`src/rtl/pc_pkg.sv`:
```
// pc_pkg: shared defaults and the alignment-mask helper for the program-counter unit
package pc_pkg;
    localparam int unsigned XLEN_DEFAULT = 32;
    localparam int unsigned INC_DEFAULT = 4;
    localparam logic [63:0] RESET_VECTOR_DEFAULT = 64'h0;
    function automatic logic [63:0] align_mask(input int unsigned inc);
        return ~(64'(inc) - 64'd1);
    endfunction
endpackage

```
`src/rtl/pc_delay_line.sv`:
```
// pc_delay_line: valid-tagged shift register aligning the fetch PC with later stages
module pc_delay_line #(
    parameter int unsigned XLEN = 32,
    parameter int unsigned DELAY = 2
) (
    input  logic            clk,
    input  logic            reset,
    input  logic            advance,
    input  logic            flush,
    input  logic [XLEN-1:0] din,
    output logic [XLEN-1:0] dout,
    output logic            dout_valid
);
    for (genvar s = 0; s < DELAY; s++) begin : g_stage
        logic [XLEN-1:0] data_q;
        logic            valid_q;
        logic [XLEN-1:0] src;
        logic            src_v;
        if (s == 0) begin : g_head
            assign src = din;
            assign src_v = 1'b1;
        end else begin : g_body
            assign src = g_stage[s-1].data_q;
            assign src_v = g_stage[s-1].valid_q;
        end
        // a flush only clears the tags; stale data is harmless once invalid
        always_ff @(posedge clk) begin
            if (reset) begin
                data_q <= '0;
                valid_q <= 1'b0;
            end else if (flush) begin
                valid_q <= 1'b0;
            end else if (advance) begin
                data_q <= src;
                valid_q <= src_v;
            end
        end
    end
    assign dout = g_stage[DELAY-1].data_q;
    assign dout_valid = g_stage[DELAY-1].valid_q;
endmodule

```
`src/rtl/pc_pipeline.sv`:
```
// pc_pipeline: fetch PC register with stall, redirect/flush, misalignment pulse and delayed PC
module pc_pipeline
    import pc_pkg::*;
#(
    parameter int unsigned XLEN = XLEN_DEFAULT,
    parameter logic [XLEN-1:0] RESET_VECTOR = XLEN'(RESET_VECTOR_DEFAULT),
    parameter int unsigned INC = INC_DEFAULT,
    parameter int unsigned DELAY = 2
) (
    input  logic            clk,
    input  logic            reset,
    input  logic            stall,
    input  logic            redirect_valid,
    input  logic [XLEN-1:0] redirect_target,
    output logic [XLEN-1:0] pc_f,
    output logic [XLEN-1:0] pc_d,
    output logic            pc_d_valid,
    output logic            misaligned
);
    localparam logic [63:0] FULL_MASK = align_mask(INC);
    localparam logic [XLEN-1:0] MASK = FULL_MASK[XLEN-1:0];
    localparam logic [XLEN-1:0] STEP = XLEN'(INC);
    logic [XLEN-1:0] pc_f_q, pc_f_d;
    logic            mis_q, mis_d;
    logic            advance;
    assign advance = !redirect_valid && !stall;
    always_comb begin
        pc_f_d = redirect_valid ? (redirect_target & MASK) : stall ? pc_f_q : pc_f_q + STEP;
        mis_d = redirect_valid && |(redirect_target & ~MASK);
    end
    always_ff @(posedge clk) begin
        if (reset) begin
            pc_f_q <= RESET_VECTOR;
            mis_q <= 1'b0;
        end else begin
            pc_f_q <= pc_f_d;
            mis_q <= mis_d;
        end
    end
    pc_delay_line #(.XLEN(XLEN), .DELAY(DELAY)) u_delay (
        .clk(clk),
        .reset(reset),
        .advance(advance),
        .flush(redirect_valid),
        .din(pc_f_q),
        .dout(pc_d),
        .dout_valid(pc_d_valid)
    );
    assign pc_f = pc_f_q;
    assign misaligned = mis_q;
endmodule

```
`config.mk`:
```
export PLATFORM = sky130hd
export DESIGN_NAME = pc_pipeline
export DESIGN_NICKNAME = d
export VERILOG_FILES = /design/src/rtl/pc_pkg.sv /design/src/rtl/pc_delay_line.sv /design/src/rtl/pc_pipeline.sv
export SDC_FILE = /design/constraint.sdc
export NUM_CORES = 1
export LEC_CHECK = 0
export BUFFER_PORTS_ARGS = -buffer_cell sky130_fd_sc_hd__buf_2
export CAP_MARGIN = 5
export CORE_ASPECT_RATIO = 0.5
export CORE_MARGIN = 2
export CORE_UTILIZATION = 45
export CTS_BUF_LIST = sky130_fd_sc_hd__clkbuf_2 sky130_fd_sc_hd__clkbuf_4 sky130_fd_sc_hd__clkbuf_8
export DETAILED_ROUTE_END_ITERATION = 10
export HOLD_SLACK_MARGIN = 0.15
export PLACE_DENSITY = 0.78
export SLEW_MARGIN = 0
export SYNTH_ARGS = -nofsm -noshare
export SYNTH_HDL_FRONTEND = slang
export SYNTH_SLANG_ARGS = --single-unit
```
`constraint.sdc`:
```
create_clock -name clk -period 1.9 [get_ports clk]
set_input_delay 0.19 -clock clk [delete_from_list [all_inputs] [get_ports clk]]
set_output_delay 0.19 -clock clk [all_outputs]
set_load 0.01 [all_outputs]
```
==> metrics.txt <==
status=complete, but fails checks; failing checks=setup timing; Starting Density=0.4605; Leak=2.092 nW; Routed wire per std cell=14.27 um; Layout area overhead=33.06%; Setup-failing EPs final=1; DRT Pass-1 Iters=4; post-synthesis async set-or-reset flop share=0; register area=1886 um^2; Final Skew=0.006738 ns; commonest cells in the netlist=148 x nand2_1, 93 x dfxtp_1, 65 x a21oi_1; cts bufs inserted=9; vias in the first global route=3850; row count=24; synthesized-area fraction occupied by adder cells=0.003131; dpl cells=731; GRT overflow=0; GRT Util Overall=0.2353; Max FO, Critical Path=3; Post-synth EDFFs=0; DRT iter0 DRCs=317; CTS sink cnt=93; Hold WC Path Type=in -> reg; Post-Syn Area=3996 um^2; power per cell area=720.1 nW/um^2; CTS tree=done; mux cell area share after synthesis=0.005009; period utilisation layout=1.001; Req. time, crit path=2.19 ns; cell taking the most area after synthesis=dfxtp_1; multi-input logic area=1971 um^2; Synth Area in Simple Gates=0.2890; Ant. Diodes=0; ranking of synthesized cells by area=dfxtp_1 47%, nand2_1 14%, a21oi_1 8.1%; Fmax=525.7 MHz; vias=4200; die width=137.3 um; Final Wtd Congestion=0.8772; maximum VDD drop=0.3844 mV; Max-Cap Viols=0; RSZ-0062 raised after global routing=true; H-tree level count=3; worst hold slack=0.2029 ns; drt via density=5.412; critical path type=reg -> reg; worst path arrival time=2.19 ns; Syn Area/Cell=7.760 um^2; Port Buffers=97; setup ws final=-0.002183 ns; Final Core Density=0.6127; residual DRC count=0; Startpoint Class=flip-flop; synthesis warning total=0; Mapped Cells=515; element type at the critical path end=flip-flop; compound-cell area share of the yosys netlist=0.1625; I/O pin count=102; die span in y=70.64 um; Synth top area share=0.4659; Worst-path clk slew=0.10 ns; clock tree root driver cell=clkbuf_8; first-pass GRT wire length=18.08 mm; main combinational cell family by area after synthesis=simple AND/OR/NAND/NOR gates; filler cell count=743; pre-CTS setup slack=-0.02911 ns; final hold vios=0; Synth cell types=42; largest net degree at the start of global routing=62; max-slew violations=0; nets=691; Post-Synth XOR/XNOR Area=0.02192; Total Wirelength=11.08 mm; Die ar.=9696 um^2; Post-synth top flop=dfxtp_1; #FFs+latches synth=93; HPWL after DPL=7.579 mm; top-count cell post-synth=nand2_1; DRT antenna net count=0; post-layout min period=1.902 ns; layout cells sized above 1=0.2625; Placeable Area=8678 um^2; Max clock buf depth=2; Non-Filler Instances=776; initial antenna violation count=0; clk_lat worst skew=0.37 ns; sequential fraction of the synthesis area=0.4659
power by group:
part	internal, mW	switching (mW)	leakage, nW
registers	2.02	0.0668	0.763
clock network	0.496	0.750	0.0900
logic	0.223	0.275	1.24
total	2.74	1.09	2.09
flip-flops by register name (all words and copies together), names as in the netlist:
signal,count
u_delay.g_stage.valid_q,1
misaligned,1
u_delay.g_stage.data_q,30
pc_f,30
u_delay.dout_valid,1
u_delay.dout,30
cell usage in the layout, fill, tap and decap left out, types with 2 or more instances in the layout:
cell and n:
a2111oi_0 3, a2111oi_1 2, a211oi_1 13, a21oi_1 65
a311oi_1 3, a31oi_1 6, and2_1 2, and3_1 2
and4_1 6, buf_2 97, buf_4 40, clkbuf_8 9
clkinvlp_4 2, conb_1 4, dfxtp_1 82, dfxtp_2 7
dfxtp_4 4, dlygate4sd3_1 29, inv_1 7, inv_8 2
mux2i_1 2, nand2_1 148, nand3_1 4, nand3b_1 2
nand4_1 11, nand4b_1 3, nor2_1 27, nor3_1 9
nor3b_1 2, nor4_1 5, o211ai_1 5, o21ai_0 4
or3_1 10, or4_1 11, xnor2_1 8, xor2_1 2
repair_timing:
action	in CTS	in global routing
pin swaps	4	4
gates resized for setup	2	5
hold buffers	29	0
endpoints found under the hold margin	27	0
buffers inserted	0	0
setup endpoints to repair	2	12
layout make-up:
class / instances / share of cell area
Clock buffer: 9 / 0.02329
Sequential cell: 93 / 0.3546
Timing Repair Buffer: 168 / 0.2082
Multi-Input combinational cell: 375 / 0.3706
Tap cell: 117 / 0.02753
Inverter: 7 / 0.004941
Clock inverter: 7 / 0.01082
final timing paths:
kind	cells after the start	endpoint	slack (ns)	from
worst min register to register	2	u_delay.dout[18]	0.45	u_delay.dout[18]
worst max-delay path	5	pc_f[16]	-0.002	pc_f[3]
worst min-delay path	4	pc_f[31]	0.20	redirect_target[31]
worst max register to register	5	pc_f[16]	-0.002	pc_f[3]
cell families (layout without fill, tap and decap cells):
group / Yosys count / in the layout
AO/OA/AOI/OAI: 108 / 108
adder cells (fa/ha/maj): 1 / 1
other: 1 / 4
buffers and inverters: 50 / 191
multiplexers: 2 / 2
AND/OR/NAND/NOR: 250 / 250
XOR/XNOR: 10 / 10
flip-flops: 93 / 93
critical path: stages (launching register included):
cell and delay (ns):
dfxtp_2 0.37, ha_1 0.18, nand4b_1 0.12, or4_1 0.58, or3_1 0.33, a311oi_1 0.25
per-stage QoR:
step | cell area [um^2] | power, mW | TNS [ns]
2_1_floorplan | 4045 | 2.364 | -0.2600
3_3_place_gp | 4822 | 2.562 | -0.007087
3_5_place_dp | 4822 | 2.570 | -0.02911
4_1_cts | 5301 | 3.854 | -0.004266
5_1_grt | 5318 | 3.982 | -0.3791
6_report | 5318 | 3.829 | -0.002183
per-layer routing:
metal,part of all wire,track usage,vias to the layer above
met2,0.46,0.3665,142
li1,-,-,2065
met3,0.079,0.06738,23
met5,0,0,-
met4,0.019,0.08133,0
met1,0.44,0.3154,1970
Power figures use the tool's default switching activity.
